<file path="config.mk">
export PLATFORM = sky130hd
export DESIGN_NAME = alu_result_sel_reg
export DESIGN_NICKNAME = d
export VERILOG_FILES = /design/src/rtl/alu_result_sel_reg.sv
export SDC_FILE = /design/constraint.sdc
export NUM_CORES = 1
export LEC_CHECK = 0
export CAP_MARGIN = 20
export CORE_UTILIZATION = 33
export CTS_BUF_LIST = sky130_fd_sc_hd__clkbuf_16
export DETAILED_ROUTE_END_ITERATION = 6
export HOLD_SLACK_MARGIN = 0.03
export PLACE_DENSITY = 0.76
export SLEW_MARGIN = 20
export SYNTH_ARGS = -nofsm -noshare
export SYNTH_HDL_FRONTEND = slang
export SYNTH_SLANG_ARGS = --single-unit
export TNS_END_PERCENT = 50
</file>
<file path="constraint.sdc">
create_clock -name clk -period 2.5 [get_ports clk]
set_clock_uncertainty 0.1 [all_clocks]
set_input_delay 0.25 -clock clk [delete_from_list [all_inputs] [get_ports clk]]
set_output_delay 0.25 -clock clk [all_outputs]
set_load 0.02 [all_outputs]
</file>
<file path="src/rtl/alu_result_sel_reg.sv">
// Registered N-way ALU result selector with multi-cycle wait, timeout and valid/ready output.
// Optional zero flag output enabled by defining ALU_RESULT_SEL_ZERO_FLAG_EN.
module alu_result_sel_reg #(
    parameter int WIDTH      = 32,
    parameter int NUM_OPS    = 8,
    parameter int SEL_W      = 3,
    parameter int WAIT_LIMIT = 32
) (
    input  logic                     clk,
    input  logic                     rst_n,
    input  logic [NUM_OPS*WIDTH-1:0] op_results,
    input  logic [NUM_OPS-1:0]       op_done,
    input  logic [SEL_W-1:0]         sel,
    input  logic                     in_valid,
    output logic                     in_ready,
    output logic                     out_valid,
    input  logic                     out_ready,
    output logic [WIDTH-1:0]         result,
    output logic                     err
`ifdef ALU_RESULT_SEL_ZERO_FLAG_EN
    ,
    output logic                     zero
`endif
);

    localparam int CNT_W = $clog2(WAIT_LIMIT + 1);

    typedef enum logic [1:0] {
        IDLE,
        WAIT,
        DONE
    } state_t;

    state_t             state, state_d;
    logic [SEL_W-1:0]   sel_q, sel_d;
    logic [CNT_W-1:0]   cnt_q, cnt_d;
    logic [WIDTH-1:0]   result_d;
    logic               err_d;
    logic [SEL_W-1:0]   idx;
    logic [WIDTH-1:0]   mux_result;
    logic               mux_done;
    logic               legal;
    logic               accept;

    // A new request is looked up by the live opcode; an outstanding one by the stored opcode.
    assign idx = (state == WAIT) ? sel_q : sel;

    always_comb begin
        mux_result = '0;
        mux_done   = 1'b0;
        for (int k = 0; k < NUM_OPS; k++) begin
            if (idx == SEL_W'(k)) begin
                mux_result = op_results[k*WIDTH +: WIDTH];
                mux_done   = op_done[k];
            end
        end
    end

    assign legal     = ({1'b0, sel} < (SEL_W + 1)'(NUM_OPS));
    assign in_ready  = (state == IDLE) || ((state == DONE) && out_ready);
    assign accept    = in_valid && in_ready;
    assign out_valid = (state == DONE);

    always_comb begin
        state_d  = state;
        sel_d    = sel_q;
        cnt_d    = cnt_q;
        result_d = result;
        err_d    = err;
        case (state)
            IDLE, DONE: begin
                if ((state == DONE) && out_ready) begin
                    state_d = IDLE;
                end
                if (accept) begin
                    sel_d = sel;
                    if (!legal) begin
                        result_d = '0;
                        err_d    = 1'b1;
                        state_d  = DONE;
                    end else if (mux_done) begin
                        result_d = mux_result;
                        err_d    = 1'b0;
                        state_d  = DONE;
                    end else begin
                        cnt_d   = '0;
                        state_d = WAIT;
                    end
                end
            end
            WAIT: begin
                // Completion wins over a timeout landing in the same cycle.
                if (mux_done) begin
                    result_d = mux_result;
                    err_d    = 1'b0;
                    state_d  = DONE;
                end else if (cnt_q == CNT_W'(WAIT_LIMIT - 1)) begin
                    result_d = '0;
                    err_d    = 1'b1;
                    state_d  = DONE;
                end else begin
                    cnt_d = cnt_q + CNT_W'(1);
                end
            end
            default: begin
                state_d = IDLE;
            end
        endcase
    end

    always_ff @(posedge clk or negedge rst_n) begin
        if (!rst_n) begin
            state  <= IDLE;
            sel_q  <= '0;
            cnt_q  <= '0;
            result <= '0;
            err    <= 1'b0;
        end else begin
            state  <= state_d;
            sel_q  <= sel_d;
            cnt_q  <= cnt_d;
            result <= result_d;
            err    <= err_d;
        end
    end

`ifdef ALU_RESULT_SEL_ZERO_FLAG_EN
    logic capture;

    // A fresh value is loaded whenever DONE is entered or re-entered through an accept.
    assign capture = (state_d == DONE) && ((state != DONE) || accept);

    always_ff @(posedge clk or negedge rst_n) begin
        if (!rst_n) begin
            zero <= 1'b0;
        end else if (capture) begin
            zero <= (result_d == '0);
        end
    end
`endif

endmodule

</file>
==> impl_metrics.env <==
export IMPL_status="complete, but fails checks"
export IMPL_violations="negative setup slack"
export IMPL_clock_latency_ns=0.29
export IMPL_power_switching_uw=3093
export IMPL_fin_crit_sh_pct=102.4
export IMPL_synth_seq_cells=44
export IMPL_cpPeakStageDelay_ns=0.39
export IMPL_antenna_cells=0
export IMPL_p_clk_share_pct=10.5
export IMPL_yosys_top_cells_count="nand2_1, a21oi_1, dfrtp_1"
export IMPL_ys_warn_count=0
export IMPL_async_reset_ff_share_pct=100.0
export IMPL_cp_start_kind="flop"
export IMPL_worst_r2r_cell_count=10
export IMPL_drive_above_1_share_pct=12.58
export IMPL_rsz0062_at_grt="yes"
export IMPL_grt_overflow_total=0
export IMPL_rr_endpoint="result[24]"
export IMPL_synth_nets=887
export IMPL_grt_total_usage_pct=30.55
export IMPL_syn_area_per_cell_um2=7.273
export IMPL_root_buffer="clkbuf_16"
export IMPL_cp_max_fo=8
export IMPL_tightest_slew_ns=0.7866
export IMPL_grt_max_degree=34
export IMPL_clkTransAtPathRegs_ns=0.07
export IMPL_vias=6185
export IMPL_clk_path_buf_depth=2
export IMPL_grt_pass1_vias=6103
export IMPL_hold_end="cnt_q[4]"
export IMPL_cts_tree="yes"
export IMPL_holdPathStages=1
export IMPL_ff2ff_setup_slack_ns=-0.06
export IMPL_setup_viol_count_final=19
export IMPL_io_pins=306
export IMPL_finalMaxSlewViolations=0
export IMPL_power_density_nw_per_um2=836.3
export IMPL_chipHeight_um=118.4
export IMPL_worst_slack_ns=-0.06125
export IMPL_worst_setup_path_end_kind="flop"
export IMPL_avgViaCountPerCell=5.552
export IMPL_layout_nets=1209
export IMPL_synth_edf_count=0
export IMPL_irDropWorstVdd_uv=572.1
export IMPL_grt_first_pass_wirelength_um=33470
export IMPL_yosysSeqAreaShare_pct=24.62
export IMPL_post_drt_wl_per_cell_um=19.70
export IMPL_tns_ns=-0.5384
export IMPL_cp_data_arrival_time_ns=2.63
export IMPL_ctsHtreeMaxLevel=2
export IMPL_hp_class="flop to flop"
export IMPL_leakage_uw=0.003489
export IMPL_fmax_mhz=390.4
export IMPL_die_x_um=118.4
export IMPL_cp_slowest_cell="dfrtp_1"
export IMPL_synth_area_um2=4473
export IMPL_stdcell_count=1114
export IMPL_maxCapViolCount=0
export IMPL_ys_types=56
export IMPL_critical_path_class="flop to flop"
export IMPL_synth_ff_type="dfrtp_1"
export IMPL_drtIter0Drc=378
export IMPL_dieArea_um2=14020
export IMPL_syn_instance_count=615
export IMPL_slew_headroom_pct=47.56
export IMPL_wl_um=21940
export IMPL_combPwrFrac_pct=72.5
export IMPL_place_hpwl_um=16580
export IMPL_rows=42
export IMPL_cts_sinks=44
export IMPL_yosysMostFrequentCell="nand2_1"
export IMPL_p_seq_share_pct=17.0
export IMPL_r2r_start="state[1]"
export IMPL_synth_top_area_cell="dfrtp_1"
export IMPL_start_util_pct=33.78
export IMPL_synthTopCellsByArea="dfrtp_1, nand2_1, a21oi_1"
export IMPL_port_buffers=305
export IMPL_p_int_uw=3996
export IMPL_syn_to_final_growth_pct=89.51
export IMPL_worst_path_buf_inv=3
export IMPL_coreArea_um2=13240
export IMPL_antenna_found_initial=0
export IMPL_drc=0
export IMPL_cpLargestDelayFamily="simple AND/OR/NAND/NOR gates"
export IMPL_place_congestion=0.9204
export IMPL_path_cells="and2b_4 > mux2_4 > mux2i_2 > o211a_2 > o21ai_2 > buf_4 > buf_6 > nor3_4 > buf_12 > a211oi_2"
export IMPL_switching_share_pct=43.64
export IMPL_hold_viol_final=0
export IMPL_placed_cells=1100
export IMPL_post_route_min_period_ns=2.561
export IMPL_ant_nets=0
export IMPL_numCtsBuffers=5
export IMPL_hp_start="cnt_q[4]"
export IMPL_required_ns=2.56
export IMPL_yosys_area_top_type_share_pct=24.62
export IMPL_drtPass1Iterations=5
per-stage QoR:
step	setup slack [ns]	power [uW]	hold slack [ns]	utilization, %	area, um^2
after floorplan	0.08776	3871	-0.1456	-	4473
after global placement	-0.1599	5914	0.2797	60.95	8071
after detailed placement	-0.2173	5974	0.2768	60.95	8071
after CTS	0.002843	6906	0.4248	63.05	8349
after global routing	-0.1380	7539	0.4631	64.01	8477
final	-0.06125	7089	0.4225	64.01	8477
how the worst max path moves through the flow:
stage / start / to / slack (ns) / cells after the start
floorplan: sel_q[1] / result[15] / 0.09 / 11
global placement: sel[2] / result[31] / -0.16 / 8
detailed placement: sel[1] / result[31] / -0.22 / 11
CTS: state[1] / result[27] / 0.003 / 11
global route: state[1] / result[26] / -0.14 / 10
finish: state[1] / result[24] / -0.06 / 10
power by group through the flow:
stage          Combinational (uW)  Sequential (uW)  Clock [uW]
6_report                     5140             1200         745
5_1_grt                      5490             1250         799
4_1_cts                      4950             1190         766
3_5_place_dp                 4780             1200           0
3_3_place_gp                 4720             1190           0
2_1_floorplan                2390             1480           0
cells in the final DEF (no fill, tap or decap), types with 2 or more instances in the layout:
| cell | n |
|---|---|
| a21oi_1 | 73 |
| dfrtp_1 | 43 |
| buf_6 | 5 |
| o21ai_1 | 8 |
| clkdlybuf4s50_1 | 304 |
| nor3_1 | 12 |
| o211ai_1 | 2 |
| mux2i_2 | 2 |
| inv_1 | 11 |
| mux2i_1 | 2 |
| nor2b_1 | 24 |
| mux2i_4 | 2 |
| mux2_2 | 2 |
| clkbuf_16 | 5 |
| mux2_4 | 4 |
| o22a_1 | 2 |
| a221oi_2 | 2 |
| buf_4 | 50 |
| buf_12 | 11 |
| a22oi_1 | 9 |
| a31oi_1 | 2 |
| nor3b_1 | 2 |
| o22ai_1 | 32 |
| nand3_1 | 8 |
| a21o_1 | 25 |
| o21a_1 | 25 |
| nor2_1 | 40 |
| a221oi_1 | 30 |
| o21ai_2 | 4 |
| nor2_4 | 2 |
| o21ai_0 | 29 |
| o211a_1 | 24 |
| a211oi_2 | 8 |
| nand2_1 | 101 |
sequential cells by signal, summed over array words and instances, names as in the netlist:
register / flops
sel_q: 3
cnt_q: 6
err: 1
state: 2
result: 32
worst register-to-register path: stages (launching register included):
cell and delay, ns:
dfrtp_1 0.39, and2b_4 0.33, mux2_4 0.34, mux2i_2 0.21, o211a_2 0.26, o21ai_2 0.09, buf_4 0.15, buf_6 0.13
nor3_4 0.23, buf_12 0.17, a211oi_2 0.04
repair_timing:
item,4_1_cts,5_1_grt
gates cloned,1,0
hold buffers,1,0
endpoints found under the hold margin,32,0
resized for setup,7,24
buffers inserted,3,2
endpoints found under the setup margin,35,37
pin swaps,2,4
cell type report:
class	instances	area (um^2)
Clock buffer	5	125.1
Clock inverter	3	38.79
Fill cell	1175	4766
Inverter	10	37.54
Multi-Input combinational cell	503	3216
Sequential cell	44	1102
Tap cell	176	220.2
Timing Repair Buffer	373	3737
per-layer routing:
layer	vias to the layer above	global-route usage [%]	share of wire, %
li1	2937	-	-
met1	2914	39.24	42
met2	291	52.57	48
met3	43	4.730	6.9
met4	0	9.177	2.6
met5	-	0	0
kinds of logic after synthesis:
group,count (synthesis),share of synthesized area (%)
AO/OA/AOI/OAI,288,44.17
AND/OR/NAND/NOR,202,20.25
buffers and inverters,68,7.413
flip-flops,44,24.62
multiplexers,12,3.273
adder cells (fa/ha/maj),1,0.2797
(Power assumes the default switching activity.)
==> patch 1: new RTL, config.mk and constraints unchanged <==
The 3 states of `state_t` get a one-hot encoding in 3 bits.
--- a/src/rtl/alu_result_sel_reg.sv
+++ b/src/rtl/alu_result_sel_reg.sv
@@ -25,10 +25,10 @@
 
     localparam int CNT_W = $clog2(WAIT_LIMIT + 1);
 
-    typedef enum logic [1:0] {
-        IDLE,
-        WAIT,
-        DONE
+    typedef enum logic [2:0] {
+        IDLE = 3'b001,
+        WAIT = 3'b010,
+        DONE = 3'b100
     } state_t;
 
     state_t             state, state_d;
Behaviour: no difference found for any inputs over 4 cycles, from zero or initial values and one cycle with rst_n low; so few cycles prove little.
==> patch 1 against the original RTL <==
- design area fell by 2.1%
- via count fell by 9.8%
- fmax fell by 10%
- synthesized cell count fell by 30%
- setup slack got worse by 290 ps
- global-route usage rose by 3.8 points
- the flow still finishes with violations (setup timing)
- sequential power rose by 8%
- combinational power fell by 18%
- total power fell by 13%
- worst hold slack got worse by 50 ps
- sequential cell count rose by 1
- wire length rose by 3.0%
- synthesized area fell by 14%
- largest cell class unchanged
- largest power group unchanged
==> patch 1: results (changes against the original RTL) <==
critical path fanouts, max - 5 (was 8)
Post-DP Area - 7670 um^2 (was 8070 um^2)
initial antenna violation count - 4 (was 0)
Top Metal Used - met5 (was met4)
Final setup viols - 40 (was 19)
GR Util met3 - 11.0% (was 4.73%)
Leak Pwr - 3.15 nW (was 3.49 nW)
Compound-Gate Fraction of Synth Area - 44.2% (about the same)
final worst setup slack - -347 ps (was -61.2 ps)
post-CTS setup buffer count - 2 (was 3)
DR WL/cell - 24.0 um (was 19.7 um)
CP top delay family - compound AO/OA/AOI/OAI gates (was simple AND/OR/NAND/NOR gates)
synth top area cells - dfrtp_1, a221oi_1, o2bb2ai_1, a22oi_1, o21ai_0 (was dfrtp_1, nand2_1, a21oi_1, a221oi_1, o211a_1)
TNS Setup - -11230 ps (was -538 ps)
cts repair resizes - 14 (was 7)
Worst Hold Class - input pin to asynchronous set/reset pin (was flop to flop)
adder-cell area share of the yosys netlist - 0.327% (was 0.280%)
WL met1 - 9050 um (was 9260 um)
largest net degree at the start of global routing - 25 (was 34)
Critical R2R Capture - result[19] (was result[24])
share of post-route cells with drive strength above 1 - 21.3% (was 12.6%)
failing checks - setup timing (unchanged)
Mapped Nets - 703 (was 887)
top cells by count, synth - a221oi_1, dfrtp_1, nand2_1 (was nand2_1, a21oi_1, dfrtp_1)
layout filler cell count - 841 (was 1175)
Critical Path Max Stage Delay - 440 ps (was 390 ps)
Reg-to-Reg Start - state[2] (was state[1])
status - finished, violations left (unchanged)
register area share after synthesis - 29.5% (was 24.6%)
top flop regs - result x32, cnt_q x6 (was result x32, cnt_q x6, sel_q x3)
dpl hpwl - 17600 um (was 16600 um)
final WL - 22600 um (was 21900 um)
==> patch 1: cell count changes in the layout (fill, tap and decap cells not counted), sizes merged, moves of 23 or more <==
cell and change:
nor2b -24, o22ai -31, buf +25, a21o -25
a21oi -59, nor2 -25, nand2 -62, o2bb2ai +34
o21a -23, o211a -25
==> patch 1: worst max path at each step <==
stage / to / startpoint / slack (ps)
2_1_floorplan: result[22] / state[2] / -140
3_5_place_dp: result[10] / state[2] / -470
5_1_grt: result[31] / state[2] / -370
4_1_cts: result[22] / state[2] / -330
6_report: result[19] / state[2] / -350
3_3_place_gp: result[10] / state[2] / -400
==> patch 1: final cells by class <==
type | instances | area share [%]
tap | 140 | 2.11
clock buffer | 5 | 1.51
multi-input combinational | 342 | 34.4
antenna | 2 | 0.0603
timing repair buffer | 401 | 48.0
clock inverter | 3 | 0.181
inverter | 5 | 0.226
sequential | 45 | 13.6
==> patch 2: new RTL, config.mk and constraints unchanged <==
Made on the original files. Change the parameter `WAIT_LIMIT` from 32 to 64.
--- a/src/rtl/alu_result_sel_reg.sv
+++ b/src/rtl/alu_result_sel_reg.sv
@@ -4,7 +4,7 @@
     parameter int WIDTH      = 32,
     parameter int NUM_OPS    = 8,
     parameter int SEL_W      = 3,
-    parameter int WAIT_LIMIT = 32
+    parameter int WAIT_LIMIT = 64
 ) (
     input  logic                     clk,
     input  logic                     rst_n,
Check against the original RTL: same outputs for any inputs over 4 cycles, from zero or initial values and one cycle with rst_n low; that may be too few to reach the edited logic, so the function may still have changed.
==> patch 2 against the original RTL <==
- the flow finishes with violations (DRC, setup timing)
- design area down 8.2%
- total power down 7.1%
- wire length fell by 6.8%
- cell count is 15% lower
- sequential cell count increased by 1
- synthesized area is 14% lower
- sequential share of layout area is 1.5 points higher
- setup slack improved by 50 ps
==> patch 2: results (changes against the original RTL) <==
status - finished, violations left (unchanged)
failing checks - DRC, setup timing (was setup timing)
XOR/XNOR Fraction of Synth Area - 0% (unchanged)
share of post-route cells with drive strength above 1 - 13.4% (was 12.6%)
Pre-antenna DRT Iters - 7 (was 5)
final worst setup slack - -11.7 ps (was -61.2 ps)
top flop regs - result x32, cnt_q x7, sel_q x3 (was result x32, cnt_q x6, sel_q x3)
port buffer count - 305 (unchanged)
critical path fanouts, max - 10 (was 8)
routability cong. - 0.965 (was 0.920)
Avg Cell Area, Syn - 8.35 um^2 (was 7.27 um^2)
first-pass GRT wire length - 28800 um (was 33500 um)
Unique masters post-synth - 55 (was 56)
H-tree levels - 2 (unchanged)
# diodes - 0 (unchanged)
Synth top area share - 29.1% (was 24.6%)
vias in the first global route - 5434 (was 6103)
Leak Pwr - 3.04 nW (was 3.49 nW)
dpl hpwl - 15900 um (was 16600 um)
Critical Path Max Stage Delay - 430 ps (was 390 ps)
Mapped Nets - 735 (was 887)
synth top area cells - dfrtp_1, nand2_1, a222oi_1, a21oi_1, mux2i_1 (was dfrtp_1, nand2_1, a21oi_1, a221oi_1, o211a_1)
DP Worst Slack - -201 ps (was -217 ps)
mux cell area share after synthesis - 7.32% (was 3.27%)
Final setup viols - 6 (was 19)
DR iter-0 viols - 526 (was 378)
register area share after synthesis - 29.1% (was 24.6%)
crit path DAT - 2590 ps (was 2630 ps)
Root Driver - clkbuf_16 (unchanged)
Worst-Skew Late Latency - 290 ps (about the same)
Compound-Gate Fraction of Synth Area - 40.5% (was 44.2%)
fin cells - 942 (was 1114)
CP top delay family - compound AO/OA/AOI/OAI gates (was simple AND/OR/NAND/NOR gates)
All-Layer GR Usage - 31.7% (was 30.6%)
area delta synth->final - 101% (was 89.5%)
Worst Hold Class - input pin to asynchronous set/reset pin (was flop to flop)
largest net degree at the start of global routing - 46 (was 34)
VDD IR max - 0.473 mV (was 0.572 mV)
DRC violations left - 12 (was 0)
NumNets Final - 1070 (was 1209)
cts bufs inserted - 5 (unchanged)
cell total after placement - 929 (was 1100)
top cells by count, synth - nand2_1, dfrtp_1, a21oi_1 (was nand2_1, a21oi_1, dfrtp_1)
initial antenna violation count - 0 (unchanged)
DR WL/cell - 21.7 um (was 19.7 um)
Ys Warns - 0 (unchanged)
Slew @ Worst Pin - 941 ps (was 787 ps)
Via Count - 5605 (was 6185)
adder-cell area share of the yosys netlist - 0.324% (was 0.280%)
patch 2: path summary, 6_finish.rpt:
kind	start	end	slack (ps)	cells after the start
max	state[1]	result[2]	-10	9
min reg2reg	result[14]	result[14]	390	1
max reg2reg	state[1]	result[2]	-10	9
min	rst_n	sel_q[1]	390	2
max in group asynchronous	rst_n	result[8]	1460	2
min in group clk	result[14]	result[14]	390	1
patch 2: per-layer routing:
layer / vias up / GRT usage (%) / wire [um]
met4: 0 / 10.2 / 584
li1: 2509 / - / -
met2: 336 / 53.9 / 9840
met3: 46 / 5.82 / 1600
met5: - / 0 / 0
met1: 2714 / 40.6 / 8430
patch 2: timing repair:
action | 4_1_cts | 5_1_grt
cloned | 0 | 2
pin swaps | 0 | 9
hold buffers | 0 | 1
resized for setup | 6 | 16
endpoints found under the setup margin | 32 | 34
setup buffers | 1 | 1
endpoints found under the hold margin | 0 | 45
patch 2: metrics by stage:
step / utilization (%) / hold slack, ps / cell area (um^2) / setup TNS, ps
floorplan: - / -146 / 3860 / 0
global placement: 65.1 / 371 / 7440 / -4180
detailed placement: 65.1 / 373 / 7440 / -5750
CTS: 67.0 / 83.3 / 7650 / 0
global route: 68.1 / 413 / 7780 / -2220
finish: 68.1 / 391 / 7780 / -42.8
patch 2: power by group:
group          internal [W]  leakage (nW)  switching (W)
clock network      0.000571        0.0938       0.000297
logic               0.00225          2.37        0.00226
registers           0.00100         0.583       0.000207
total               0.00382          3.04        0.00276
patch 2: final cells by class:
class / instances / area, um^2
clock buffers: 5 / 125
flip-flops and latches: 45 / 1130
repair buffers: 369 / 3670
inverters: 4 / 15.0
well taps: 143 / 179
multi-input cells: 373 / 2590
fillers: 923 / 3640
clock inverters: 3 / 65.1
patch 2: kinds of logic after synthesis:
logic type | after synthesis
AND/OR/NAND/NOR | 141
buffers and inverters | 45
AO/OA/AOI/OAI | 204
flip-flops | 45
multiplexers | 27
adder cells (fa/ha/maj) | 1
